--- src/rtl/uart_tx_fifo_if.sv ---
// uart_tx_fifo_if: fifo read port plus serial-line signals of the UART transmitter.
// The transmitter connects through the master modport. The fifo and line side connects through slave.
interface uart_tx_fifo_if #(
    parameter int BITWIDTH = 8
);
    logic [BITWIDTH-1:0] rport_i;
    logic                empty_i;
    logic                rdeq_o;
    logic                cts_i;
    logic                txd_o;
    logic                busy_o;

    modport master (
        input  rport_i,
        input  empty_i,
        input  cts_i,
        output rdeq_o,
        output txd_o,
        output busy_o
    );

    modport slave (
        output rport_i,
        output empty_i,
        output cts_i,
        input  rdeq_o,
        input  txd_o,
        input  busy_o
    );
endinterface

--- src/rtl/uart_tx_fifo.sv ---
// uart_tx_fifo: drains a fifo and shifts each element out as a UART frame.
// Each frame is a start bit, then the data bits LSB first, then the stop bits.
// The clear-to-send input is sampled only when a frame is about to start.
module uart_tx_fifo #(
    parameter int BITWIDTH = 8,
    parameter int DIVISOR  = 417,
    parameter int STOPBITS = 1
) (
    input  logic           clk6x,
    input  logic           reset,
    uart_tx_fifo_if.master bus
);
    localparam int BAUD_W = $clog2(DIVISOR);
    localparam int BIT_W  = $clog2(BITWIDTH + 1);

    localparam logic [BAUD_W-1:0] BAUD_LAST = BAUD_W'(DIVISOR - 1);
    localparam logic [BIT_W-1:0]  LAST_DATA = BIT_W'(BITWIDTH - 1);
    localparam logic [BIT_W-1:0]  LAST_STOP = BIT_W'(STOPBITS - 1);

    localparam logic [1:0] IDLE  = 2'd0;
    localparam logic [1:0] START = 2'd1;
    localparam logic [1:0] DATA  = 2'd2;
    localparam logic [1:0] STOP  = 2'd3;

    logic [1:0]          state;
    logic [BITWIDTH-1:0] shift;
    logic [BAUD_W-1:0]   baud_cnt;
    logic [BIT_W-1:0]    bit_cnt;
    logic                txd;
    logic                rdeq;
    logic                busy;

    logic start_ok;
    logic baud_last;
    logic launch;

    assign start_ok  = !bus.empty_i && bus.cts_i;
    assign baud_last = (baud_cnt == BAUD_LAST);
    // A frame launches from IDLE. It also launches from the final stop cycle, so back-to-back frames have no gap.
    assign launch    = start_ok &&
                       ((state == IDLE) ||
                        ((state == STOP) && baud_last && (bit_cnt == LAST_STOP)));

    assign bus.txd_o  = txd;
    assign bus.rdeq_o = rdeq;
    assign bus.busy_o = busy;

    // Frame sequencer: it latches the character, paces each bit time and drives the registered outputs.
    always_ff @(posedge clk6x or posedge reset) begin
        if (reset) begin
            state    <= IDLE;
            shift    <= '0;
            baud_cnt <= '0;
            bit_cnt  <= '0;
            txd      <= 1'b1;
            rdeq     <= 1'b0;
            busy     <= 1'b0;
        end else begin
            rdeq <= 1'b0;
            if (launch) begin
                state    <= START;
                shift    <= bus.rport_i;
                baud_cnt <= '0;
                bit_cnt  <= '0;
                txd      <= 1'b0;
                rdeq     <= 1'b1;
                busy     <= 1'b1;
            end else begin
                case (state)
                    IDLE: begin
                        txd  <= 1'b1;
                        busy <= 1'b0;
                    end
                    START: begin
                        if (baud_last) begin
                            baud_cnt <= '0;
                            state    <= DATA;
                            txd      <= shift[0];
                        end else begin
                            baud_cnt <= baud_cnt + 1'b1;
                        end
                    end
                    DATA: begin
                        if (baud_last) begin
                            baud_cnt <= '0;
                            shift    <= shift >> 1;
                            if (bit_cnt == LAST_DATA) begin
                                bit_cnt <= '0;
                                state   <= STOP;
                                txd     <= 1'b1;
                            end else begin
                                bit_cnt <= bit_cnt + 1'b1;
                                txd     <= shift[1];
                            end
                        end else begin
                            baud_cnt <= baud_cnt + 1'b1;
                        end
                    end
                    STOP: begin
                        if (baud_last) begin
                            baud_cnt <= '0;
                            if (bit_cnt == LAST_STOP) begin
                                bit_cnt <= '0;
                                state   <= IDLE;
                                busy    <= 1'b0;
                                txd     <= 1'b1;
                            end else begin
                                bit_cnt <= bit_cnt + 1'b1;
                            end
                        end else begin
                            baud_cnt <= baud_cnt + 1'b1;
                        end
                    end
                    default: begin
                        state <= IDLE;
                        txd   <= 1'b1;
                        busy  <= 1'b0;
                    end
                endcase
            end
        end
    end
endmodule

--- src/flat_wrapper.sv ---
// flat-port wrapper written by rule: the top's interface ports become plain ports
module uart_tx_fifo_flat 
#(
    parameter int BITWIDTH = 8,
    parameter int DIVISOR  = 417,
    parameter int STOPBITS = 1
)
  (clk6x, reset, bus_rport_i, bus_empty_i, bus_cts_i, bus_rdeq_o, bus_txd_o, bus_busy_o);
  uart_tx_fifo_if #(.BITWIDTH(BITWIDTH)) bus_i ();
  input  logic clk6x;
  input  logic reset;
  input wire logic [$bits(bus_i.rport_i)-1:0] bus_rport_i;
  input wire logic [$bits(bus_i.empty_i)-1:0] bus_empty_i;
  input wire logic [$bits(bus_i.cts_i)-1:0] bus_cts_i;
  output wire logic [$bits(bus_i.rdeq_o)-1:0] bus_rdeq_o;
  output wire logic [$bits(bus_i.txd_o)-1:0] bus_txd_o;
  output wire logic [$bits(bus_i.busy_o)-1:0] bus_busy_o;
  assign bus_i.rport_i = bus_rport_i;
  assign bus_i.empty_i = bus_empty_i;
  assign bus_i.cts_i = bus_cts_i;
  assign bus_rdeq_o = bus_i.rdeq_o;
  assign bus_txd_o = bus_i.txd_o;
  assign bus_busy_o = bus_i.busy_o;
  uart_tx_fifo #(.BITWIDTH(BITWIDTH), .DIVISOR(DIVISOR), .STOPBITS(STOPBITS)) u_core (.clk6x(clk6x), .reset(reset), .bus(bus_i));
endmodule
--- config.mk ---
export PLATFORM = sky130hd
export DESIGN_NAME = uart_tx_fifo_flat
export DESIGN_NICKNAME = d
export VERILOG_FILES = /design/src/rtl/uart_tx_fifo_if.sv /design/src/rtl/uart_tx_fifo.sv /design/src/flat_wrapper.sv
export SDC_FILE = /design/constraint.sdc
export NUM_CORES = 1
export LEC_CHECK = 0
export CORE_ASPECT_RATIO = 1.5
export CORE_MARGIN = 2
export CORE_UTILIZATION = 40
export DETAILED_ROUTE_END_ITERATION = 10
export GPL_TIMING_DRIVEN = 0
export PLACE_DENSITY = 0.62
export SETUP_SLACK_MARGIN = 0.4
export SLEW_MARGIN = 30
export SYNTH_ARGS = -nofsm -noshare
export SYNTH_HDL_FRONTEND = slang
export SYNTH_SLANG_ARGS = --single-unit
--- constraint.sdc ---
create_clock -name clk6x -period 2.6 [get_ports clk6x]
set_clock_uncertainty 0.1 [all_clocks]
set_input_delay 0.39 -clock clk6x [delete_from_list [all_inputs] [get_ports clk6x]]
set_output_delay 0.39 -clock clk6x [all_outputs]
set_load 0.01 [all_outputs]
* After elaboration in Yosys (flattened, before gate mapping)
Cells that the tools add are included.
** Word-level totals
- Flip-flop bits (word level) :: 26
- Latch bits :: 0
- RAM bits :: 0
- Bits in read-only memories :: 0
- Input port bits :: 12
- Output and inout bits :: 3
- Word-level logic and storage cells :: 70
- Memories kept :: 0
** Operators by class
- $add $sub $neg :: 2
- Multipliers :: 0
- Divide/modulo/power cells :: 0
- $lt $le $gt $ge :: 0
- Equal/unequal tests :: 10
- Shift-type cells :: 0
- Muxes and demuxes :: 31
- Bitwise operators :: 0
- Reduce and logical (&&, ||, !) cells :: 20
** Operators with widths (number)
- 9-bit 2-to-1 mux :: 3
- 8-bit 2-to-1 mux :: 3
- 4-bit 2-to-1 mux :: 5
- 2-bit 2-to-1 mux :: 6
- 3-bit by 1-bit != test with 1-bit output (second input constant) :: 4
- 1-bit 2-to-1 mux :: 10
- 9-bit by 1-bit adder with 9-bit output (second input constant) :: 1
- 9-bit == test (second input constant) :: 1
- 4-bit one-hot mux with 2 select lines :: 1
- 2-bit one-hot mux with 3 select lines :: 1
- 3-bit AND reduction :: 2
- 6-bit AND reduction :: 1
- 2-bit nonzero test :: 3
- 3-bit nonzero test :: 2
- 4-bit by 1-bit adder with 4-bit output (second input constant) :: 1
- 2-bit == test (second input constant) :: 2
- 4-bit by 3-bit == test with 1-bit output (second input constant) :: 1
- 1-bit logical AND :: 4
- 4-bit zero test :: 1
- 1-bit one-hot mux with 4 select lines :: 1
- 4-bit AND reduction :: 1
- 4-bit nonzero test :: 1
- 3-bit by 2-bit != test with 1-bit output (second input constant) :: 1
- 3-bit OR reduction :: 1
- other kinds (6) :: 6

* Depth between registers and ports, before layout
- Word-level depth :: 7
- Mapped depth :: 9
- Gate-level depth less buffers :: 7

* Least setup slack after synthesis
Ideal clock, no wire load.
- Kind :: register -> register
- Start :: register u_core.state[0]
- End :: register u_core.bit_cnt[2]
- Setup time :: 0.122 ns
- Arrival :: 1.718 ns
- Data required time :: 2.378 ns
- Path slack :: 0.660 ns
- Stages on the path, launching flop included :: 8
- Buffers on the path :: 1
- Clock period less this slack :: 1.940 ns
- Cell sequence :: dfrtp_1 inv_1 ha_1 and3b_1 buf_2 or3_1 o21a_4 a32o_1
** Between the ends
- Word-level cells in the longest chain between the ends :: 7
- Elaborated cells between the ends (all ways) :: 13
- Those cells by class :: eq/ne: 4; mux: 2; reduce/logical: 7
** RTL lines
- start, declared :: RTL line uart_tx_fifo.sv:25 : logic [1:0] state;
- start signal, assigned :: RTL line uart_tx_fifo.sv:51 : state <= IDLE;
- start signal, assigned :: RTL line uart_tx_fifo.sv:61 : state <= START;
- start signal, assigned :: RTL line uart_tx_fifo.sv:77 : state <= DATA;
- 2-bit == test :: RTL line uart_tx_fifo.sv:42, uart_tx_fifo.sv:69
- 1-bit logical AND (2 in a row) :: RTL line uart_tx_fifo.sv:42 : ((state == STOP) && baud_last && (bit_cnt == LAST_STOP)));
- 1-bit logical OR :: RTL line uart_tx_fifo.sv:41 : ((state == IDLE) ||
- 1-bit logical AND :: RTL line uart_tx_fifo.sv:40 : assign launch = start_ok &&
- 3-bit by 1-bit != test with 1-bit output (no line) / 3-bit nonzero test (equally long branches)
- 3-bit AND reduction (no line)
- end signal, assigned :: RTL line uart_tx_fifo.sv:92 : bit_cnt <= bit_cnt + 1'b1;
- end signal, assigned :: RTL line uart_tx_fifo.sv:108 : bit_cnt <= bit_cnt + 1'b1;
- end, declared :: RTL line uart_tx_fifo.sv:28 : logic [BIT_W-1:0] bit_cnt;
Parallel ways exist; a longest one is shown, timed or not.
A chain may end at the register's enable or synchronous reset.

* Worst setup path in the final report
- Start :: register u_core.state[1]
- End :: register u_core.bit_cnt[2]
Same word-level chain as after synthesis.

==> results.cfg <==
[outcome]
status = complete, no violations

[worst_setup_path]
start_kind = flop
critical_path_class = flop to flop
timing.rr.end = u_core.bit_cnt[2]$_DFFE_PP0P_
cp.required_ns = 2.67
crit_arrival_ns = 2.20
critical_path_peak_fanout = 8
end_kind = flop
regToRegSetupSlack_ns = 0.47
r2r_cells = 7
r2r-start = u_core.state[1]$_DFFE_PP0P_

[die]
rows = 28
die_w_microns = 55.5
chipHeight_microns = 81.3
initial_utilization_pct = 41.0
core-area_sq_mm = 0.00389
io_pins = 15
dieArea_sq_mm = 0.00452

[power_and_ir_drop]
leakagePower_nw = 0.810
ir_drop_v = 0.000503
p_per_area_mw_per_mm2 = 406

[clock_tree]
cts_buffers = 3
cts_max_level = 1
clk_pin_slew_ns = 0.09
cts_tree = built
cts_num_sinks = 26
cts-root-buf = clkbuf_8
clockBufferDepth = 2
worstSkewPairLatency_ns = 0.27
hold_buffers = 0

[placement]
hpwlAfterDp_microns = 2450
port_buffers = 14
gp_congestion = 0.758

[logic_synthesis]
synth.distinct_cells = 51
ys_async_sr_fraction_pct = 100
yosys.area.top_type_share_pct = 39.2
yosysWarningCount = 0
synthFlopType = dfrtp_1
synth_edf_count = 0
synth_top_area_cell = dfrtp_1
ys_seq_elements = 26
syn_area_sq_mm = 0.00159
syn_nets = 183
synth_seq_area_share_pct = 40.9
avgSynthCellArea_sq_um = 9.84
yosys-top-cells-area = dfrtp_1 (39%), ha_1 (7.1%), mux2i_1 (5.7%)
syn_inst = 162

[detailed_routing]
dr.pass1.iters = 4
routedWlPerCell_microns = 14.3
vias = 1272
drt-vias-per-instance = 5.55
drt-total-wl_microns = 3270
drt_iter0_drc = 36
ant_nets = 0
drc_errors = 0

[timing]
hold_ws_ns = 0.376
setup_viol = 0
finalHoldViolations = 0
finalSetupTns_ns = 0
maxSlewHeadroom_pct = 61.9
fin_crit_sh_pct = 81.8
max_slew.worst_pin.slew_ns = 0.557
min_period_ns = 2.13
drv_slew = 0
rsz0062_at_grt = false
fmax_mhz = 470

[layout]
layout-drive-gt1-share_pct = 12.5
nets = 206
syn_to_final_growth_pct = 19.3
antennaDiodeCount = 0

[flow_run]
drv_cap = 0

[global_routing]
grt_overflow_total = 0
grt_usage_pct = 15.3
grt_pass1_wl_microns = 5540
antenna_found_initial = 0
grt_pass1_vias = 1324
grt_max_degree = 27

[hold_path]
hold_class = primary input to asynchronous set/reset pin
## per-stage QoR
stage | power, mW | worst slack, ns | utilization [%] | area (sq um) | cells
CTS | 0.783 | 0.448 | 47.9 | 1860 | 225
global route | 0.805 | 0.394 | 48.9 | 1900 | 229
global placement | 0.443 | 0.375 | 46.0 | 1790 | 221
finish | 0.771 | 0.473 | 48.9 | 1900 | 229
detailed placement | 0.444 | 0.346 | 46.0 | 1790 | 221
floorplan | 0.423 | 0.660 | - | 1590 | 162
## flip-flops by register name, indices dropped and copies added (netlist names)
name and flops:
u_core.baud_cnt 9, u_core.shift 8, u_core.bit_cnt 4, u_core.state 2, u_core.bus.busy_o 1, u_core.bus.rdeq_o 1
u_core.bus.txd_o 1
## power breakdown
| group | leakage [nW] | switching (mW) | total (mW) | internal [mW] |
|---|---|---|---|---|
| Combinational | 0.492 | 0.0133 | 0.0308 | 0.0174 |
| Clock | 0.0357 | 0.130 | 0.336 | 0.206 |
| Sequential | 0.282 | 0 | 0.404 | 0.404 |
| Total | 0.810 | 0.144 | 0.771 | 0.627 |
## how the worst max path moves through the flow
stage	cells past startpoint	slack, ns	startpoint	endpoint
after floorplan	7	0.66	u_core.state[0]$_DFFE_PP0P_	u_core.bit_cnt[2]$_DFFE_PP0P_
after global placement	6	0.37	bus_empty_i	u_core.baud_cnt[8]$_DFFE_PP0P_
after detailed placement	6	0.35	bus_empty_i	u_core.bus.txd_o$_DFFE_PP1P_
after CTS	7	0.45	u_core.state[0]$_DFFE_PP0P_	u_core.bus.txd_o$_DFFE_PP1P_
after global routing	9	0.39	u_core.state[1]$_DFFE_PP0P_	u_core.shift[1]$_DFFE_PP0P_
final	7	0.47	u_core.state[1]$_DFFE_PP0P_	u_core.bit_cnt[2]$_DFFE_PP0P_
## synthesized netlist by cell type, types with 2 or more instances
| library cell | instances |
|---|---|
| a2111oi_0 | 2 |
| a211oi_1 | 3 |
| a21oi_1 | 4 |
| a31oi_1 | 2 |
| and3b_1 | 2 |
| buf_2 | 2 |
| buf_4 | 2 |
| dfrtp_1 | 25 |
| ha_1 | 9 |
| inv_1 | 12 |
| mux2i_1 | 9 |
| nand2_1 | 19 |
| nand3_1 | 6 |
| nand3b_1 | 2 |
| nor2_1 | 7 |
| nor3_1 | 2 |
| o2111ai_1 | 2 |
| o21ai_0 | 14 |
| or3_1 | 3 |
| xnor2_1 | 4 |
## routing by layer
metal | GRT usage (%) | part of all wire (%) | vias to the layer above
met2 | 29.6 | 55 | 17
met3 | 2.55 | 2.6 | 4
met1 | 16.3 | 41 | 618
met4 | 6.34 | 1.9 | 0
li1 | - | - | 633
met5 | 0 | 0 | -
## repair_timing
item,4_1_cts,5_1_grt
gates resized for setup,0,2
setup buffers,0,4
endpoints found under the setup margin,0,12
## kinds of logic after synthesis
logic type	synth area share, %
AND/OR/NAND/NOR	19.0
AO/OA/AOI/OAI	18.9
flip-flops	40.9
buffers and inverters	5.57
multiplexers	6.36
adder cells (fa/ha/maj)	7.06
XOR/XNOR	2.20
## critical path, cell delays in order, from the launching register on
cell     delay (ns)
dfrtp_1        0.43
inv_1          0.11
ha_1           0.26
and3b_1        0.20
buf_2          0.17
or3_1          0.38
o21a_4         0.16
a32o_1         0.21
## cell usage in the layout (no fill, tap or decap), types with 3 or more instances in the layout
| cell | netlist | final |
|---|---|---|
| nor2_1 | 7 | 7 |
| nand2_1 | 19 | 19 |
| o21ai_0 | 14 | 14 |
| buf_4 | 2 | 6 |
| ha_1 | 9 | 9 |
| a21oi_1 | 4 | 4 |
| clkbuf_8 | 0 | 3 |
| a211oi_1 | 3 | 3 |
| mux2i_1 | 9 | 9 |
| xnor2_1 | 4 | 4 |
| clkdlybuf4s50_1 | 0 | 14 |
| nand3_1 | 6 | 6 |
| dfrtp_1 | 25 | 25 |
| or3_1 | 3 | 3 |
| inv_1 | 12 | 11 |
## cell type report
cell class	instances	area, sq um
Buffer	6	40.0
Clock buffer	3	41.3
Clock inverter	1	30.0
Fill cell	370	1990
Inverter	13	51.3
Multi-Input combinational cell	117	861
Sequential cell	26	652
Tap cell	45	56.3
Timing Repair Buffer	18	170
Note: power is estimated with default switching activity, not from simulation.
